[config.mk]
export PLATFORM = sky130hd
export DESIGN_NAME = u_idu_dispatch_nway
export DESIGN_NICKNAME = d
export VERILOG_FILES = /design/src/rtl/idu_pkg.sv /design/src/rtl/u_idu_load_scoreboard.sv /design/src/rtl/u_idu_dispatch_nway.sv
export SDC_FILE = /design/constraint.sdc
export NUM_CORES = 1
export LEC_CHECK = 0
export CAP_MARGIN = 25
export CORE_MARGIN = 2
export CORE_UTILIZATION = 40
export CTS_CLUSTER_DIAMETER = 100
export DETAILED_ROUTE_END_ITERATION = 8
export HOLD_SLACK_MARGIN = 0.1
export MAX_ROUTING_LAYER = met4
export SETUP_SLACK_MARGIN = 0.3
export SYNTH_ARGS = -nofsm -noshare
export SYNTH_HDL_FRONTEND = slang
export SYNTH_SLANG_ARGS = --single-unit
[constraint.sdc]
create_clock -name clk -period 8.9 [get_ports clk]
set_input_delay 1.78 -clock clk [delete_from_list [all_inputs] [get_ports clk]]
set_output_delay 1.78 -clock clk [all_outputs]
set_load 0.02 [all_outputs]
[src/rtl/idu_pkg.sv]
// Shared IDU definitions: exception bit positions and the dispatch FSM state.
package idu_pkg;

    localparam int EXC_PC_UNALIGN = 0;
    localparam int EXC_ILLEGAL    = 1;

    typedef enum logic {
        RUN  = 1'b0,
        HALT = 1'b1
    } disp_state_e;

endpackage

[src/rtl/u_idu_load_scoreboard.sv]
// Load-use scoreboard: one countdown per architectural register (x0 never tracked).
// A freshly dispatched load reloads LOAD_LAT; otherwise nonzero counters tick down.
module u_idu_load_scoreboard #(
    parameter int ISSUE_W      = 2,
    parameter int RF_DEPTH_BIT = 5,
    parameter int LOAD_LAT     = 2
) (
    input  logic                              clk,
    input  logic                              rst,
    input  logic [ISSUE_W-1:0]                set_en,
    input  logic [ISSUE_W*RF_DEPTH_BIT-1:0]   set_rd,
    input  logic [2*ISSUE_W*RF_DEPTH_BIT-1:0] src_idx,
    output logic [2*ISSUE_W-1:0]              src_pending
);

    localparam int NREG = 1 << RF_DEPTH_BIT;
    localparam int CW   = $clog2(LOAD_LAT + 1);

    logic [CW-1:0]   cnt [NREG];
    logic [NREG-1:0] set_hit;

    always_comb begin
        set_hit = '0;
        for (int r = 1; r < NREG; r++) begin
            for (int s = 0; s < ISSUE_W; s++) begin
                if (set_en[s] && set_rd[s*RF_DEPTH_BIT +: RF_DEPTH_BIT] == RF_DEPTH_BIT'(r))
                    set_hit[r] = 1'b1;
            end
        end
    end

    // Entry 0 stays at zero from reset, so x0 sources never report pending.
    always_ff @(posedge clk or posedge rst) begin
        if (rst) begin
            for (int r = 0; r < NREG; r++) cnt[r] <= '0;
        end else begin
            for (int r = 1; r < NREG; r++) begin
                if (set_hit[r])
                    cnt[r] <= CW'(LOAD_LAT);
                else if (cnt[r] != '0)
                    cnt[r] <= cnt[r] - CW'(1);
            end
        end
    end

    always_comb begin
        src_pending = '0;
        for (int k = 0; k < 2*ISSUE_W; k++)
            src_pending[k] = (cnt[src_idx[k*RF_DEPTH_BIT +: RF_DEPTH_BIT]] != '0);
    end

endmodule

[src/rtl/u_idu_dispatch_nway.sv]
// N-wide in-order dispatcher: issues the longest legal prefix of decoded slots,
// with RAW, load-use, memory-port and WFI/exception blocking plus a HALT state.
module u_idu_dispatch_nway
    import idu_pkg::*;
#(
    parameter int ISSUE_W       = 2,
    parameter int RF_DEPTH_BIT  = 5,
    parameter int EXCEPTION_NUM = 2,
    parameter int MEM_PORTS     = 1,
    parameter int LOAD_LAT      = 2
) (
    input  logic                                clk,
    input  logic                                rst,
    input  logic [EXCEPTION_NUM-1:0]            csr_idu_core_configuration,
    input  logic                                csr_idu_resume,
    input  logic                                iex_idu_bru_flush,
    input  logic [ISSUE_W-1:0]                  instBuffer_dispatcher_inst_vld,
    input  logic [ISSUE_W-1:0]                  instBuffer_dispatcher_exception_pc_unalign,
    input  logic [ISSUE_W-1:0]                  idu_dispatcher_exception_illegal_inst,
    input  logic [ISSUE_W-1:0]                  idu_dispatcher_dmem_load,
    input  logic [ISSUE_W-1:0]                  idu_dispatcher_dmem_store,
    input  logic [ISSUE_W-1:0]                  idu_dispatcher_stall_vld,
    input  logic [ISSUE_W-1:0]                  idu_dispatcher_wfi_vld,
    input  logic [ISSUE_W-1:0]                  idu_dispatcher_rd_vld,
    input  logic [ISSUE_W-1:0]                  idu_dispatcher_rs1_vld,
    input  logic [ISSUE_W-1:0]                  idu_dispatcher_rs2_vld,
    input  logic [ISSUE_W*RF_DEPTH_BIT-1:0]     idu_dispatcher_rd,
    input  logic [ISSUE_W*RF_DEPTH_BIT-1:0]     idu_dispatcher_rs1,
    input  logic [ISSUE_W*RF_DEPTH_BIT-1:0]     idu_dispatcher_rs2,
    output logic [ISSUE_W-1:0]                  idu_iex_dispatch_vld,
    output logic [$clog2(ISSUE_W+1)-1:0]        idu_instBuffer_dispatch_cnt,
    output logic [ISSUE_W-1:0]                  idu_iex_csr_wfi_vld,
    output logic [ISSUE_W-1:0]                  idu_iex_csr_exception_vld,
    output logic [ISSUE_W*EXCEPTION_NUM-1:0]    idu_iex_csr_exceptions,
    output logic                                dispatcher_detect_exceptions_wfi,
    output logic                                idu_halted
);

    localparam int RW    = RF_DEPTH_BIT;
    localparam int CNT_W = $clog2(ISSUE_W + 1);

    disp_state_e                 state, state_nxt;
    logic [ISSUE_W-1:0]          block, disp, set_en;
    logic [2*ISSUE_W*RW-1:0]     src_idx;
    logic [2*ISSUE_W-1:0]        src_pending;
    logic                        prefix, older_special;
    int                          mem_cnt;

    // Exception classification is per slot and independent of dispatch; IEX qualifies with dispatch_vld.
    always_comb begin
        idu_iex_csr_exceptions    = '0;
        idu_iex_csr_exception_vld = '0;
        idu_iex_csr_wfi_vld       = '0;
        for (int i = 0; i < ISSUE_W; i++) begin
            idu_iex_csr_exceptions[i*EXCEPTION_NUM + EXC_PC_UNALIGN] =
                ~csr_idu_core_configuration[EXC_PC_UNALIGN] & instBuffer_dispatcher_exception_pc_unalign[i];
            idu_iex_csr_exceptions[i*EXCEPTION_NUM + EXC_ILLEGAL] =
                ~idu_iex_csr_exceptions[i*EXCEPTION_NUM + EXC_PC_UNALIGN]
                & ~csr_idu_core_configuration[EXC_ILLEGAL] & idu_dispatcher_exception_illegal_inst[i];
            idu_iex_csr_exception_vld[i] = |idu_iex_csr_exceptions[i*EXCEPTION_NUM +: EXCEPTION_NUM];
            idu_iex_csr_wfi_vld[i]       = idu_dispatcher_wfi_vld[i] & ~idu_iex_csr_exception_vld[i];
        end
    end

    always_comb begin
        src_idx = '0;
        for (int i = 0; i < ISSUE_W; i++) begin
            src_idx[(2*i)*RW   +: RW] = idu_dispatcher_rs1[i*RW +: RW];
            src_idx[(2*i+1)*RW +: RW] = idu_dispatcher_rs2[i*RW +: RW];
        end
    end

    always_comb begin
        block         = '0;
        disp          = '0;
        set_en        = '0;
        mem_cnt       = 0;
        older_special = 1'b0;
        prefix        = (state == RUN) & ~iex_idu_bru_flush;
        for (int i = 0; i < ISSUE_W; i++) begin
            mem_cnt += int'(idu_dispatcher_dmem_load[i] | idu_dispatcher_dmem_store[i]);
            block[i] = idu_dispatcher_stall_vld[i] | older_special | (mem_cnt > MEM_PORTS)
                     | (idu_dispatcher_rs1_vld[i] & src_pending[2*i])
                     | (idu_dispatcher_rs2_vld[i] & src_pending[2*i+1]);
            for (int j = 0; j < i; j++) begin
                if (idu_dispatcher_rd_vld[j] && idu_dispatcher_rd[j*RW +: RW] != '0 &&
                    ((idu_dispatcher_rs1_vld[i] && idu_dispatcher_rs1[i*RW +: RW] == idu_dispatcher_rd[j*RW +: RW]) ||
                     (idu_dispatcher_rs2_vld[i] && idu_dispatcher_rs2[i*RW +: RW] == idu_dispatcher_rd[j*RW +: RW])))
                    block[i] = 1'b1;
            end
            prefix        = prefix & instBuffer_dispatcher_inst_vld[i] & ~block[i];
            disp[i]       = prefix;
            set_en[i]     = disp[i] & idu_dispatcher_dmem_load[i] & idu_dispatcher_rd_vld[i]
                          & (idu_dispatcher_rd[i*RW +: RW] != '0);
            older_special = older_special | idu_iex_csr_exception_vld[i] | idu_iex_csr_wfi_vld[i];
        end
    end

    always_comb begin
        idu_instBuffer_dispatch_cnt = '0;
        for (int i = 0; i < ISSUE_W; i++)
            idu_instBuffer_dispatch_cnt = idu_instBuffer_dispatch_cnt + CNT_W'(disp[i]);
    end

    assign idu_iex_dispatch_vld             = disp;
    assign dispatcher_detect_exceptions_wfi = |(disp & (idu_iex_csr_exception_vld | idu_iex_csr_wfi_vld));
    assign idu_halted                       = (state == HALT);

    always_ff @(posedge clk or posedge rst) begin
        if (rst) state <= RUN;
        else     state <= state_nxt;
    end

    always_comb begin
        state_nxt = state;
        case (state)
            RUN:  if (dispatcher_detect_exceptions_wfi)        state_nxt = HALT;
            HALT: if (iex_idu_bru_flush || csr_idu_resume)     state_nxt = RUN;
            default:                                           state_nxt = RUN;
        endcase
    end

    u_idu_load_scoreboard #(
        .ISSUE_W      (ISSUE_W),
        .RF_DEPTH_BIT (RF_DEPTH_BIT),
        .LOAD_LAT     (LOAD_LAT)
    ) u_scoreboard (
        .clk         (clk),
        .rst         (rst),
        .set_en      (set_en),
        .set_rd      (idu_dispatcher_rd),
        .src_idx     (src_idx),
        .src_pending (src_pending)
    );

endmodule

==> results.cfg, run 1 <==
[synthesis]
yosysMostFrequentCell = inv_1
ys_async_sr_fraction = 1.00
synthTopCellsByArea = dfrtp_1 (27%), ha_1 (6.8%), mux4_2 (6.5%), xor2_1 (5.8%), mux2i_1 (5.4%)
synth_ff_type = dfrtp_1
syn_area_per_cell_um2 = 8.64
ys_top_cells_by_count = inv_1 (75), dfrtp_1 (63), a31oi_1 (51)
ys_seq_area_frac = 0.267
yosysUniqueCellTypes = 68
netlist_area_um2 = 5910
yosys_warnings = 2
synthesis.nets = 772
syn_inst = 684
synth-edff-count = 0
yosys.area.top_type = dfrtp_1
ys_ff_latch = 63
synth.top_cell.area_share = 0.267

[global_routing]
grt_antenna_before_repair = 0
grt_max_degree = 64
grt_pass1_vias = 5836
grt_overflow_total = 0
grt_pass1_wl_um = 31300
grtUsageTotal = 0.260

[sta]
relSlewSlack = 0.327
post-route-period-util = 0.839
fmax_mhz = 134
slew_violations = 0
worst_slack_ps = 1430
grt_setup_unrepaired = no
hold_violations = 0
worst_slew_pin_slew_ps = 1010
setup_tns_ps = 0
post-route-min-period_ps = 7470
worst_clock_skew_ps = 4.63
setup_violations = 0

[critical_path]
cp.required_ps = 7120
path_max_fanout = 42
cp.arrival_ps = 5690
startpoint_type = input pin
crit_top_cell = clkdlybuf4s50_1
crit_type = input pin to primary output
slowest_stage = clkdlybuf4s50_1
cpPeakStageDelay_ps = 860
crit_chain = clkdlybuf4s50_1, nor4b_1, nor4_1, a31o_2, a211oi_1, nor3b_4, nand2_8, inv_4, o21ai_0, o22ai_1, clkdlybuf4s50_1
end_kind = primary output
rr_startpoint = u_scoreboard.cnt[48]
cp-startpoint = idu_dispatcher_rs1[0]

[placement]
dp.cells = 898
dpl.hpwl_um = 14600
pre_cts_ws_ps = 1500
place_congestion = 0.907
placed_area_um2 = 6660
port_buffers = 69

[floorplanning]
ios = 70
coreArea_um2 = 14500
start_util = 0.408
rows = 44
dieArea_um2 = 15800
die_w_um = 126
fp.dieH_um = 126

[final_layout]
final.fill_count = 1380
drive_above_1_share = 0.0808
stdcell_count = 914
areaGrowthSynthToFinish_pct = 17.7
fin_area_um2 = 6960
final_nets = 813
n_antenna_cell = 0

[cts]
clockBufferDepth = 2
post_cts_buffers = 0
clk_pin_slew_ps = 50
cts-root-buf = clkbuf_16
cts.htree.levels = 3
numCtsBuffers = 9
hold_buffers = 0
cts_sinks = 63
insertion_delay_ps = 330
cts_tree = done
cts_resized = 0

[detailed_routing]
ant_nets = 0
first_iter_violations = 684
num_vias = 5769
vias_per_cell = 6.31
avgRoutedWirePerCell_um = 21.3
wirelength_um = 19400
drt_first_pass_iters = 6
drc_errors = 0

[power]
p_per_area_nw_per_um2 = 321
power_leakage_uw = 0.00287
vdd_ir_drop_max_v = 0.000126

[min_path]
hp-start = idu_halted
hold_path.class = flip-flop to flip-flop

[flow_run]
cap_violations = 0

[run_status]
status = completed
## report_power, final
part	leakage, µW	total (µW)	internal (µW)	switching, µW
registers	0.000738	638	451	187
logic	0.00198	1240	627	616
clock network	0.000146	350	223	127
## state kept, by name (all words and copies together) (netlist names)
| signal | count |
|---|---|
| u_scoreboard.cnt | 62 |
| idu_halted | 1 |
## worst paths after layout
check                                                   endpoint  slack, ps  cells after the start
worst min register to register                        idu_halted        590                      2
min in group asynchronous                   u_scoreboard.cnt[54]       2020                      3
worst min-delay path                                  idu_halted        590                      2
worst max-delay path            dispatcher_detect_exceptions_wfi       1430                     11
max in group asynchronous                   u_scoreboard.cnt[30]       6330                      3
worst max register to register              u_scoreboard.cnt[52]       5150                     10
## placed cells by master (no fill, tap or decap), drive strengths merged, types with 16 or more instances in the layout
cell,netlist,layout
a31oi,51,51
clkdlybuf4s50,0,69
dfrtp,63,63
ha,32,32
inv,78,78
mux2i,32,32
mux4,17,17
nand2,26,26
nand3,16,16
nor2,48,48
nor3,30,30
nor3b,19,19
o21a,17,17
o21ai,26,26
xor2,39,39
## layout make-up
cell class	instances	area (µm²)	area share
tap	184	230	0.0331
clock buffer	12	246	0.0354
sequential	63	1580	0.227
multi-input combinational	497	3810	0.548
inverter	78	295	0.0425
clock inverter	4	45.0	0.00648
timing repair buffer	76	747	0.107
## cells by family after synthesis
family,Yosys count,share of synthesized area
AOI/OAI and AO/OA,184,0.219
xor gates and xnor gates,41,0.0608
adders and majority gates,32,0.0677
buffers and inverters,124,0.0904
DFF,63,0.267
muxes,50,0.121
and+or+nand+nor,190,0.175
## metrics by stage
step / util / total power (µW) / hold slack (ps)
finish: 0.480 / 2230 / 589
global placement: 0.459 / 1780 / 570
detailed placement: 0.460 / 1860 / 589
floorplan: - / 1550 / 618
global route: 0.480 / 2430 / 640
CTS: 0.480 / 2220 / 606
## worst max-delay path: cells and delay by family
family	cells	cell delay, ps
buf+inv	3	1910
simple gates	4	1110
compound gates	4	860
## routing by layer
layer  routed length, µm  up-vias  track usage
met2                9040      274        0.408
met5                   0        -            -
met3                1300       53       0.0359
met4                 635        0        0.107
met1                8470     2836        0.340
li1                    -     2606            -
Note: power is estimated with default switching activity, not from simulation.
==> run 2, diff against run 1 <==
clock period = 7.09 ns   (was 8.9 ns; I/O delays follow)
==> run 2 against run 1 <==
Effect of this change: register-to-register slack got worse by 1700 ps; sequential cell count unchanged; worst hold slack worse by 35 ps; final area up 0.32%; clock-buffer cell count grew 2; combinational power rose by 27%; highest routed layer unchanged; power rose by 25%; largest power group unchanged; die area unchanged; clock skew is 0.91 ps higher; critical path depth is the same.
==> results.cfg, run 2 (same netlist as run 1, synthesis figures left out) <==
[floorplanning]
fp.dieH_um = 126
rows = 44
start_util = 0.408
coreArea_um2 = 14500
die_w_um = 126
ios = 70
dieArea_um2 = 15800

[detailed_routing]
avgRoutedWirePerCell_um = 21.1
ant_nets = 0
drc_errors = 0
num_vias = 5713
first_iter_violations = 559
vias_per_cell = 6.24
wirelength_um = 19300
drt_first_pass_iters = 7

[critical_path]
rrSetupSlack_ps = 3490
cp_num_buf_inv = 4
cp.required_ps = 5670
endpoint = dispatcher_detect_exceptions_wfi
path_depth = 11
slowest_stage = clkdlybuf4s50_1
r2r_end = u_scoreboard.cnt[44]
cpPeakStageDelay_ps = 760
rr_startpoint = idu_halted
path_max_fanout = 30
crit_chain = clkdlybuf4s50_1, inv_1, mux4_2, mux2i_1, a211oi_1, nor3b_4, nand2_8, inv_4, o21ai_0, o22ai_1, clkdlybuf4s50_1
end_kind = primary output
worst_r2r_path_depth = 9
critPathTopFamily = buffers and inverters
cp.arrival_ps = 5100
startpoint_type = input pin
crit_top_cell = clkdlybuf4s50_1
crit_type = input pin to primary output
cp-startpoint = idu_dispatcher_rs1[1]

[cts]
numCtsBuffers = 9
cts-root-buf = clkbuf_16
cts.htree.levels = 3
insertion_delay_ps = 330
cts_tree = done
cts_sinks = 63
clk_pin_slew_ps = 50
hold_buffers = 0
clockBufferDepth = 2

[sta]
hold_violations = 0
grt_setup_unrepaired = no
worst_slack_ps = 569
slew_violations = 0
worst_clock_skew_ps = 5.54
hold_slack_ps = 554
post-route-min-period_ps = 6520
relSlewSlack = 0.305
worst_slew_pin_slew_ps = 1040
post-route-period-util = 0.920
setup_violations = 0
setup_tns_ps = 0
fmax_mhz = 153

[placement]
pre_cts_ws_ps = 558
port_buffers = 69
place_congestion = 0.930
dpl.hpwl_um = 14700

[flow_run]
cap_violations = 0

[global_routing]
grt_max_degree = 64
grt_pass1_wl_um = 30800
grtUsageTotal = 0.254
grt_pass1_vias = 5862
grt_overflow_total = 0
grt_antenna_before_repair = 0

[min_path]
hold_path.class = flip-flop to flip-flop

[power]
vdd_ir_drop_max_v = 0.000143
power_leakage_uw = 0.00288
p_per_area_nw_per_um2 = 398

[final_layout]
final_nets = 817
largest-register = u_scoreboard.cnt
largest_register_ffs = 62
layout_commonest_cell = inv_1
n_antenna_cell = 0
utilization = 0.482
areaGrowthSynthToFinish_pct = 18.1
drive_above_1_share = 0.0847
final_cell_mix = inv_1 (74), clkdlybuf4s50_1 (69), dfrtp_1 (63), a31oi_1 (51), nor2_1 (48)

[run_status]
status = completed
run 2: cell types whose count changed in the layout (fill, tap and decap cells not counted):
cell,before,now
buf_4,6,10
bufinv_16,1,0
clkbuf_1,2,1
clkbuf_8,1,4
clkinv_2,3,0
run 2: layout make-up:
cell class                 instances  area (µm²)
clock buffer                      14         284
fill                            1412        7500
inverter                          78         295
multi-input combinational        497        3810
sequential                        63        1580
tap                              184         230
timing repair buffer              80         777
run 2: power breakdown:
part,leakage (µW),internal [µW],switching [µW]
sequential,0.000738,566,223
clock,0.000141,271,154
combinational,0.00200,790,775
run 2: timing repair:
action / CTS / global route
buffers inserted: 0 / 1
gates resized for setup: 0 / 0
endpoints found under the setup margin: 0 / 1
run 2: metrics by stage:
stage / area (µm²) / cells / total power, µW
2_1_floorplan: 5910 / 684 / 1950
3_3_place_gp: 6670 / 899 / 2220
3_5_place_dp: 6690 / 901 / 2340
4_1_cts: 6970 / 915 / 2770
5_1_grt: 6980 / 916 / 3030
6_report: 6980 / 916 / 2780
run 2: worst min path at each step:
| stage | startpoint | endpoint | slack [ps] | depth (start not counted) |
|---|---|---|---|---|
| floorplan | u_scoreboard.cnt[17] | u_scoreboard.cnt[17] | 620 | 4 |
| finish | idu_halted | idu_halted | 550 | 2 |
| detailed placement | idu_halted | idu_halted | 540 | 2 |
| CTS | idu_halted | idu_halted | 560 | 2 |
| global route | idu_halted | idu_halted | 580 | 2 |
| global placement | idu_halted | idu_halted | 560 | 2 |
run 2: worst min-delay path: cells and delay by family, from the launching register on:
family	cells	cell delay, ps
AO/OA/AOI/OAI	2	140
flip-flops	1	370
run 2: per-layer routing:
layer,track usage,routed length (µm),vias up
li1,-,-,2617
met1,0.330,8340,2780
met2,0.404,8950,273
met3,0.0381,1450,43
met4,0.0954,544,0
met5,-,0,-
==> run 3, diff against run 2 <==
clock period = 6.7 ns   (was 7.09 ns; I/O delays follow)
==> run 3 against run 2 <==
Effect of this change: utilization is 0.17 points lower; worst hold slack worse by 5.0 ps; sequential power is 5.3% higher; first-iteration DRC count is 6.4% higher; die area stayed put; routed wire length hardly changed; power is 4.6% higher; clock power hardly changed; sequential cell count stayed put; register-to-register slack worse by 190 ps; critical endpoint unchanged.
==> results.cfg, run 3 (same netlist as run 1, synthesis figures left out) <==
[sta]
grt_setup_unrepaired = no
relSlewSlack = 0.248
setup_violations = 0
hold_violations = 0
setup_tns_ps = 0
post-route-period-util = 0.907
worst_clock_skew_ps = 9.44
worst_slew_pin_slew_ps = 1120
fmax_mhz = 165
post-route-min-period_ps = 6080
slew_violations = 0

[placement]
dp.cells = 901
port_buffers = 69
place_congestion = 0.938
dpl.hpwl_um = 14700

[cts]
clockBufferDepth = 2
hold_buffers = 0
cts_tree = done
numCtsBuffers = 9
post_cts_buffers = 0
cts-root-buf = clkbuf_16
cts.htree.levels = 3
insertion_delay_ps = 330
clk_pin_slew_ps = 50
cts_sinks = 63
cts_resized = 0

[power]
clkPwrFrac = 0.147
p_total_uw = 2910
p_per_area_nw_per_um2 = 418
p_int_uw = 1690
power_leakage_uw = 0.00287
power_frac_seq = 0.286
vdd_ir_drop_max_v = 0.000137
p_switching_uw = 1220
comb_power_share = 0.567
p_sw_frac = 0.419

[final_layout]
final_cell_mix = inv_1 (74), clkdlybuf4s50_1 (69), dfrtp_1 (63), a31oi_1 (51), nor2_1 (48)
largest_register_ffs = 62
n_antenna_cell = 0
final.fill_count = 1409
areaGrowthSynthToFinish_pct = 17.6
drive_above_1_share = 0.0858
final_nets = 818
stdcell_count = 918
largest-register = u_scoreboard.cnt
layout_commonest_cell = inv_1

[floorplanning]
die_w_um = 126
rows = 44
fp.dieH_um = 126
ios = 70
start_util = 0.408
coreArea_um2 = 14500
dieArea_um2 = 15800

[critical_path]
crit_type = input pin to primary output
startpoint_type = input pin
cp.arrival_ps = 4740
path_max_fanout = 27
cp.required_ps = 5360
end_kind = primary output

[global_routing]
grt_overflow_total = 0
grt_antenna_before_repair = 0
grt_max_degree = 64
grt_pass1_wl_um = 30900
grt_pass1_vias = 5699
grtUsageTotal = 0.255

[min_path]
hold_path.class = flip-flop to flip-flop

[detailed_routing]
vias_per_cell = 6.25
first_iter_violations = 595
wirelength_um = 19300
ant_nets = 0
drc_errors = 0
num_vias = 5742
avgRoutedWirePerCell_um = 21.0
drt_first_pass_iters = 5

[flow_run]
cap_violations = 0

[run_status]
status = completed
-- run 3: power groups by stage --
stage | combinational [µW] | sequential, µW | clock [µW]
floorplan | 1310 | 755 | 0
global placement | 1530 | 823 | 0
detailed placement | 1630 | 829 | 0
CTS | 1650 | 822 | 433
global route | 1860 | 858 | 450
finish | 1650 | 832 | 427
-- run 3: layout make-up --
type                    instances  area [µm²]  share of cell area
clock buffers                  11         243              0.0349
repair buffers                 81         776               0.112
clock inverters                 4        22.5             0.00324
flip-flops and latches         63        1580               0.227
inverters                      78         295              0.0425
well taps                     184         230              0.0331
multi-input cells             497        3810               0.548
-- run 3: worst max-delay path: stages --
cell	delay [ps]
clkdlybuf4s50_1	750
or3b_2	490
o311ai_0	120
o2111ai_1	170
o311a_1	190
nor3b_4	410
nand2_8	220
inv_4	140
o21ai_0	120
o22ai_1	130
clkdlybuf4s50_1	640
-- run 3: path summary, 6_finish.rpt --
| kind | startpoint | end | slack [ps] | depth (start not counted) |
|---|---|---|---|---|
| max | idu_dispatcher_rs2[1] | dispatcher_detect_exceptions_wfi | 620 | 11 |
| min reg2reg | idu_halted | idu_halted | 550 | 2 |
| max in group asynchronous | rst | u_scoreboard.cnt[31] | 4560 | 3 |
| max reg2reg | u_scoreboard.cnt[48] | u_scoreboard.cnt[52] | 3300 | 10 |
| min in group asynchronous | rst | u_scoreboard.cnt[48] | 1580 | 3 |
| min | idu_halted | idu_halted | 550 | 2 |
-- run 3: through the flow --
stage / hold slack (ps) / util / worst slack, ps / cell area [µm²]
after floorplan: 618 / - / 1880 / 5910
after global placement: 549 / 0.461 / 713 / 6680
after detailed placement: 546 / 0.461 / 615 / 6680
after CTS: 557 / 0.480 / 602 / 6940
after global routing: 590 / 0.480 / 360 / 6950
final: 549 / 0.480 / 622 / 6950
-- run 3: metal layers --
metal | track usage | wire, µm | vias up
met4 | 0.0889 | 469 | 0
li1 | - | - | 2615
met1 | 0.339 | 8260 | 2832
met3 | 0.0402 | 1510 | 33
met2 | 0.395 | 9040 | 262
met5 | - | 0 | -
